===== src/rtl/if_stage.sv =====
// Instruction-fetch stage: owns the fetch PC, runs the imem req/gnt/rvalid handshake
// and loads the IF/ID pipeline register, with stall holding and redirect squashing.
module if_stage #(
  parameter logic [31:0] RESET_PC  = 32'h00003000,
  parameter logic [31:0] NOP_INSTR = 32'h00000000
) (
  input  logic        clk,
  input  logic        rst,
  input  logic [31:0] next_pc,
  input  logic        redirect,
  input  logic        stall,
  output logic        imem_req,
  output logic [31:0] imem_addr,
  input  logic        imem_gnt,
  input  logic        imem_rvalid,
  input  logic [31:0] imem_rdata,
  output logic [31:0] pc_fetch,
  output logic        id_valid,
  output logic [31:0] id_instr,
  output logic [31:0] id_pc4
);

  localparam logic [1:0] S_REQ   = 2'd0;
  localparam logic [1:0] S_WAIT  = 2'd1;
  localparam logic [1:0] S_HOLD  = 2'd2;
  localparam logic [1:0] S_DRAIN = 2'd3;

  logic [1:0]  state_q, state_d;
  logic [31:0] pcFetch_q, pcFetch_d;
  logic        idValid_q, idValid_d;
  logic [31:0] idInstr_q, idInstr_d;
  logic [31:0] idPc4_q, idPc4_d;
  logic [31:0] holdInstr_q, holdInstr_d;
  logic [31:0] holdPc4_q, holdPc4_d;

  logic        redirEff;
  logic [31:0] pcPlus4;

  assign redirEff = redirect && !stall;
  assign pcPlus4  = pcFetch_q + 32'd4;

  // Any unstalled cycle that does not load IF/ID presents a bubble, so ID never sees a word twice.
  always_comb begin
    state_d     = state_q;
    pcFetch_d   = pcFetch_q;
    idValid_d   = idValid_q;
    idInstr_d   = idInstr_q;
    idPc4_d     = idPc4_q;
    holdInstr_d = holdInstr_q;
    holdPc4_d   = holdPc4_q;

    if (!stall) begin
      idValid_d = 1'b0;
      idInstr_d = NOP_INSTR;
    end

    case (state_q)
      S_REQ: begin
        if (imem_gnt) begin
          state_d = redirEff ? S_DRAIN : S_WAIT;
        end
      end
      S_WAIT: begin
        if (imem_rvalid) begin
          if (redirEff) begin
            state_d = S_REQ;
          end else if (stall) begin
            holdInstr_d = imem_rdata;
            holdPc4_d   = pcPlus4;
            state_d     = S_HOLD;
          end else begin
            idValid_d = 1'b1;
            idInstr_d = imem_rdata;
            idPc4_d   = pcPlus4;
            pcFetch_d = next_pc;
            state_d   = S_REQ;
          end
        end else if (redirEff) begin
          state_d = S_DRAIN;
        end
      end
      S_HOLD: begin
        if (!stall) begin
          if (!redirEff) begin
            idValid_d = 1'b1;
            idInstr_d = holdInstr_q;
            idPc4_d   = holdPc4_q;
            pcFetch_d = next_pc;
          end
          state_d = S_REQ;
        end
      end
      default: begin
        if (imem_rvalid) begin
          state_d = S_REQ;
        end
      end
    endcase

    // Redirect wins over every row above; the bubble was already set since stall is low.
    if (redirEff) begin
      pcFetch_d = next_pc;
    end
  end

  always_ff @(posedge clk) begin
    if (rst) begin
      state_q     <= S_REQ;
      pcFetch_q   <= RESET_PC;
      idValid_q   <= 1'b0;
      idInstr_q   <= NOP_INSTR;
      idPc4_q     <= 32'd0;
      holdInstr_q <= 32'd0;
      holdPc4_q   <= 32'd0;
    end else begin
      state_q     <= state_d;
      pcFetch_q   <= pcFetch_d;
      idValid_q   <= idValid_d;
      idInstr_q   <= idInstr_d;
      idPc4_q     <= idPc4_d;
      holdInstr_q <= holdInstr_d;
      holdPc4_q   <= holdPc4_d;
    end
  end

  assign imem_req  = (state_q == S_REQ) && !rst;
  assign imem_addr = pcFetch_q;
  assign pc_fetch  = pcFetch_q;
  assign id_valid  = idValid_q;
  assign id_instr  = idInstr_q;
  assign id_pc4    = idPc4_q;

endmodule

===== config.mk =====
export PLATFORM = sky130hd
export DESIGN_NAME = if_stage
export DESIGN_NICKNAME = d
export VERILOG_FILES = /design/src/rtl/if_stage.sv
export SDC_FILE = /design/constraint.sdc
export NUM_CORES = 1
export LEC_CHECK = 0
export ABC_AREA = 0
export BUFFER_PORTS_ARGS = -buffer_cell sky130_fd_sc_hd__buf_4
export CORE_AREA = 2 2 119 121
export CTS_BUF_LIST = sky130_fd_sc_hd__clkbuf_4
export DETAILED_ROUTE_END_ITERATION = 8
export DIE_AREA = 0 0 121 123
export PLACE_DENSITY = 0.81
export SYNTH_ARGS = -nofsm -noshare
export SYNTH_HDL_FRONTEND = slang
export SYNTH_SLANG_ARGS = --single-unit

===== constraint.sdc =====
create_clock -name clk -period 2 [get_ports clk]
set_input_delay 0.1 -clock clk [delete_from_list [all_inputs] [get_ports clk]]
set_output_delay 0.1 -clock clk [all_outputs]
set_load 0.05 [all_outputs]

==> flow_metrics.env <==
export IMPL_swShare_pct=38.8
export IMPL_drt_iter0_drc=645
export IMPL_hp_class="in -> reg"
export IMPL_setup_violations=0
export IMPL_syn_area_um2=7260
export IMPL_fin_crit_sh_pct=97.1
export IMPL_clk_latency_ns=0.57
export IMPL_pwr_share_clk_pct=22.8
export IMPL_required_ns=2.46
export IMPL_cts_tree="yes"
export IMPL_clock_path_buffers=2
export IMPL_slew_headroom_pct=60.4
export IMPL_ys_types=55
export IMPL_seq_area_um2=3290
export IMPL_io_pins=200
export IMPL_worstPathArrival_ns=2.41
export IMPL_cts_buffers=17
export IMPL_p_per_area_nw_per_um2=979
export IMPL_rsz0062_at_grt="yes"
export IMPL_fin_util_pct=73.2
export IMPL_grt_pass1_wl_mm=33.4
export IMPL_min_from="redirect"
export IMPL_internal_power_w=0.00597
export IMPL_p_seq_share_pct=38.7
export IMPL_cts_max_level=4
export IMPL_cp_end_kind="flop"
export IMPL_grt_usage_pct=27.9
export IMPL_synth_ff_type="dfxtp_1"
export IMPL_ys_seq_elements=163
export IMPL_cp_max_fo=35
export IMPL_synthTopCellsByArea="dfxtp_1 45%, a21oi_1 10%, nand2_1 8.6%, buf_4 3.5%, nor2_1 3.5%"
export IMPL_async_flop_share_pct=0
export IMPL_portBuffers=199
export IMPL_antenna_found_initial=0
export IMPL_path_class="reg -> reg"
export IMPL_drc_errors=0
export IMPL_fillers=1027
export IMPL_clock_skew_ns=0.0169
export IMPL_synth_nets=987
export IMPL_r2r_start="state_q[1]"
export IMPL_start_kind="flop"
export IMPL_fin_ws_ns=0.0570
export IMPL_core_um2=13600
export IMPL_yosysWarnings=0
export IMPL_synth_edff_count=0
export IMPL_clk_pin_slew_ns=0.12
export IMPL_fin_nets=1217
export IMPL_avgSynthCellArea_um2=7.95
export IMPL_post_synth_top_area_cell="dfxtp_1"
export IMPL_die_height_um=123
export IMPL_power_switching_w=0.00378
export IMPL_grt_max_degree=36
export IMPL_netlist_area_leader_share_pct=45.0
export IMPL_max_freq_ghz=0.515
export IMPL_comb_power_share_pct=38.5
export IMPL_hpwl_mm=13.5
export IMPL_wirelength_mm=21.4
export IMPL_multi_input_area_um2=3430
export IMPL_ant_nets=0
export IMPL_finalSetupTns_ns=0
export IMPL_hold_viol_final=0
export IMPL_outcome="completed"
export IMPL_viasPerCell=5.54
export IMPL_die_w_um=121
export IMPL_start_util_pct=53.3
export IMPL_synth_cells=913
export IMPL_via_count=7403
export IMPL_areaGrowthSynthToFinish_pct=37.3
export IMPL_p_leak_nw=4.09
export IMPL_grt_overflow_total=0
export IMPL_slew_viol_final=0
export IMPL_cts_sinks=163
export IMPL_ys_seq_area_share_pct=45.0
export IMPL_antenna_cells=0
export IMPL_rows=43
export IMPL_drv_cap=0
export IMPL_finalCriticalPeriod_ns=1.94
export IMPL_worstSetupStartpoint="state_q[1]"
export IMPL_grt_pass1_vias=6904
export IMPL_peakVddDrop_v=0.000455
export IMPL_wl_per_cell_um=16.0
export IMPL_gp_congestion=0.872
export IMPL_drive_gt1_share_pct=27.9
export IMPL_drtPass1Iterations=5
export IMPL_cts_root_buf="clkbuf_4"
export IMPL_tightest_slew_ns=0.593
export IMPL_pre_cts_ws_ns=0.00266
export IMPL_fp_dieArea_um2=14900
[critical path, stage by stage (launching register included)]
cell      delay (ns)
dfxtp_1         0.33
buf_4           0.13
inv_1           0.11
ha_4            0.18
buf_4           0.14
and3_2          0.37
buf_12          0.23
nor2_1          0.07
a211oi_1        0.27
[through the flow]
stage	cell area (um^2)	total power (W)	cells	hold slack, ns
after floorplan	7280	0.00630	913	0.224
after global placement	8860	0.00725	1231	0.317
after detailed placement	8860	0.00730	1231	0.318
after CTS	9870	0.00962	1330	0.00638
after global routing	9960	0.0102	1336	0.0236
final	9960	0.00975	1336	0.0467
[flip-flops by register name, indices dropped and copies added, names as in the netlist]
signal and flops:
holdInstr_q 32, holdPc4_q 32, id_instr 32, id_pc4 32
imem_addr 32, state_q 2, id_valid 1
[metal layers]
metal | vias up | track usage [%] | wire (um) | share of wire, %
li1 | 3589 | - | - | -
met1 | 3442 | 33.9 | 8750 | 41
met3 | 61 | 6.96 | 1600 | 7.5
met2 | 311 | 48.1 | 10400 | 49
met4 | 0 | 10.2 | 629 | 2.9
met5 | - | 0 | 0 | 0
[path summary, 6_finish.rpt]
kind	to	slack, ns	cells past startpoint
setup / recovery	holdPc4_q[4]	0.06	8
setup reg to reg	holdPc4_q[4]	0.06	8
hold reg to reg	id_pc4[6]	0.46	2
hold / removal	id_instr[30]	0.05	4
[kinds of logic (layout without fill, tap and decap cells)]
family          Yosys count  in the layout  share of synthesized area, %
mux                       5              5                         0.707
simple gates            319            319                          19.2
fa+ha+maj                 4              4                         0.690
xor+xnor                 24             24                          2.90
buf+inv                 122            364                          8.77
flops                   163            163                          45.0
compound gates          276            277                          22.8
[layout by cell type, fill, tap and decap left out, types with 4 or more instances in the layout]
| master | instances |
|---|---|
| buf_4 | 248 |
| a31oi_1 | 7 |
| or3_1 | 8 |
| inv_1 | 11 |
| mux2i_1 | 4 |
| dlygate4sd3_1 | 67 |
| buf_12 | 5 |
| xor2_1 | 16 |
| xnor2_1 | 8 |
| a21oi_1 | 148 |
| nand2_1 | 165 |
| dfxtp_1 | 148 |
| clkbuf_4 | 19 |
| nand3_1 | 21 |
| and3_1 | 5 |
| o21ai_0 | 45 |
| nor2_1 | 66 |
| dfxtp_2 | 13 |
| nor3_1 | 15 |
| bufinv_16 | 5 |
| and4_1 | 5 |
| a211oi_1 | 20 |
| clkinv_2 | 4 |
| a22o_1 | 29 |
| nand4_1 | 13 |
[cell type report]
class | count | share of cell area [%]
multi-input cells | 629 | 34.4
clock buffers | 19 | 1.43
inverters | 11 | 0.414
clock inverters | 13 | 1.90
flip-flops and latches | 163 | 33.0
well taps | 180 | 2.26
repair buffers | 321 | 26.6
[power by group through the flow]
stage	registers, W	clock network [W]	logic [W]
final	0.00377	0.00222	0.00375
after global routing	0.00381	0.00240	0.00399
after CTS	0.00377	0.00226	0.00358
after detailed placement	0.00384	0	0.00346
after global placement	0.00383	0	0.00342
after floorplan	0.00440	0	0.00189
[synth_stat cells, types with 5 or more instances]
cell type	number
and3_1	6
inv_1	11
o21ai_0	45
buf_1	5
buf_4	34
nor3_1	15
nand4_1	13
and4_1	5
nand3_1	22
a31oi_1	7
xnor2_1	8
buf_2	15
a22o_1	29
xor2_1	16
nor2_1	68
or3_1	8
nand2_1	166
dfxtp_1	163
a21oi_1	149
clkbuf_1	51
a211oi_1	20
[timing repair]
item | 4_1_cts | 5_1_grt
endpoints found under the hold margin | 109 | 0
buffers inserted | 0 | 5
endpoints found under the setup margin | 13 | 55
cloned | 0 | 1
pin swaps | 0 | 3
hold buffers | 67 | 0
gates resized for setup | 2 | 8
(Power assumes the default switching activity.)
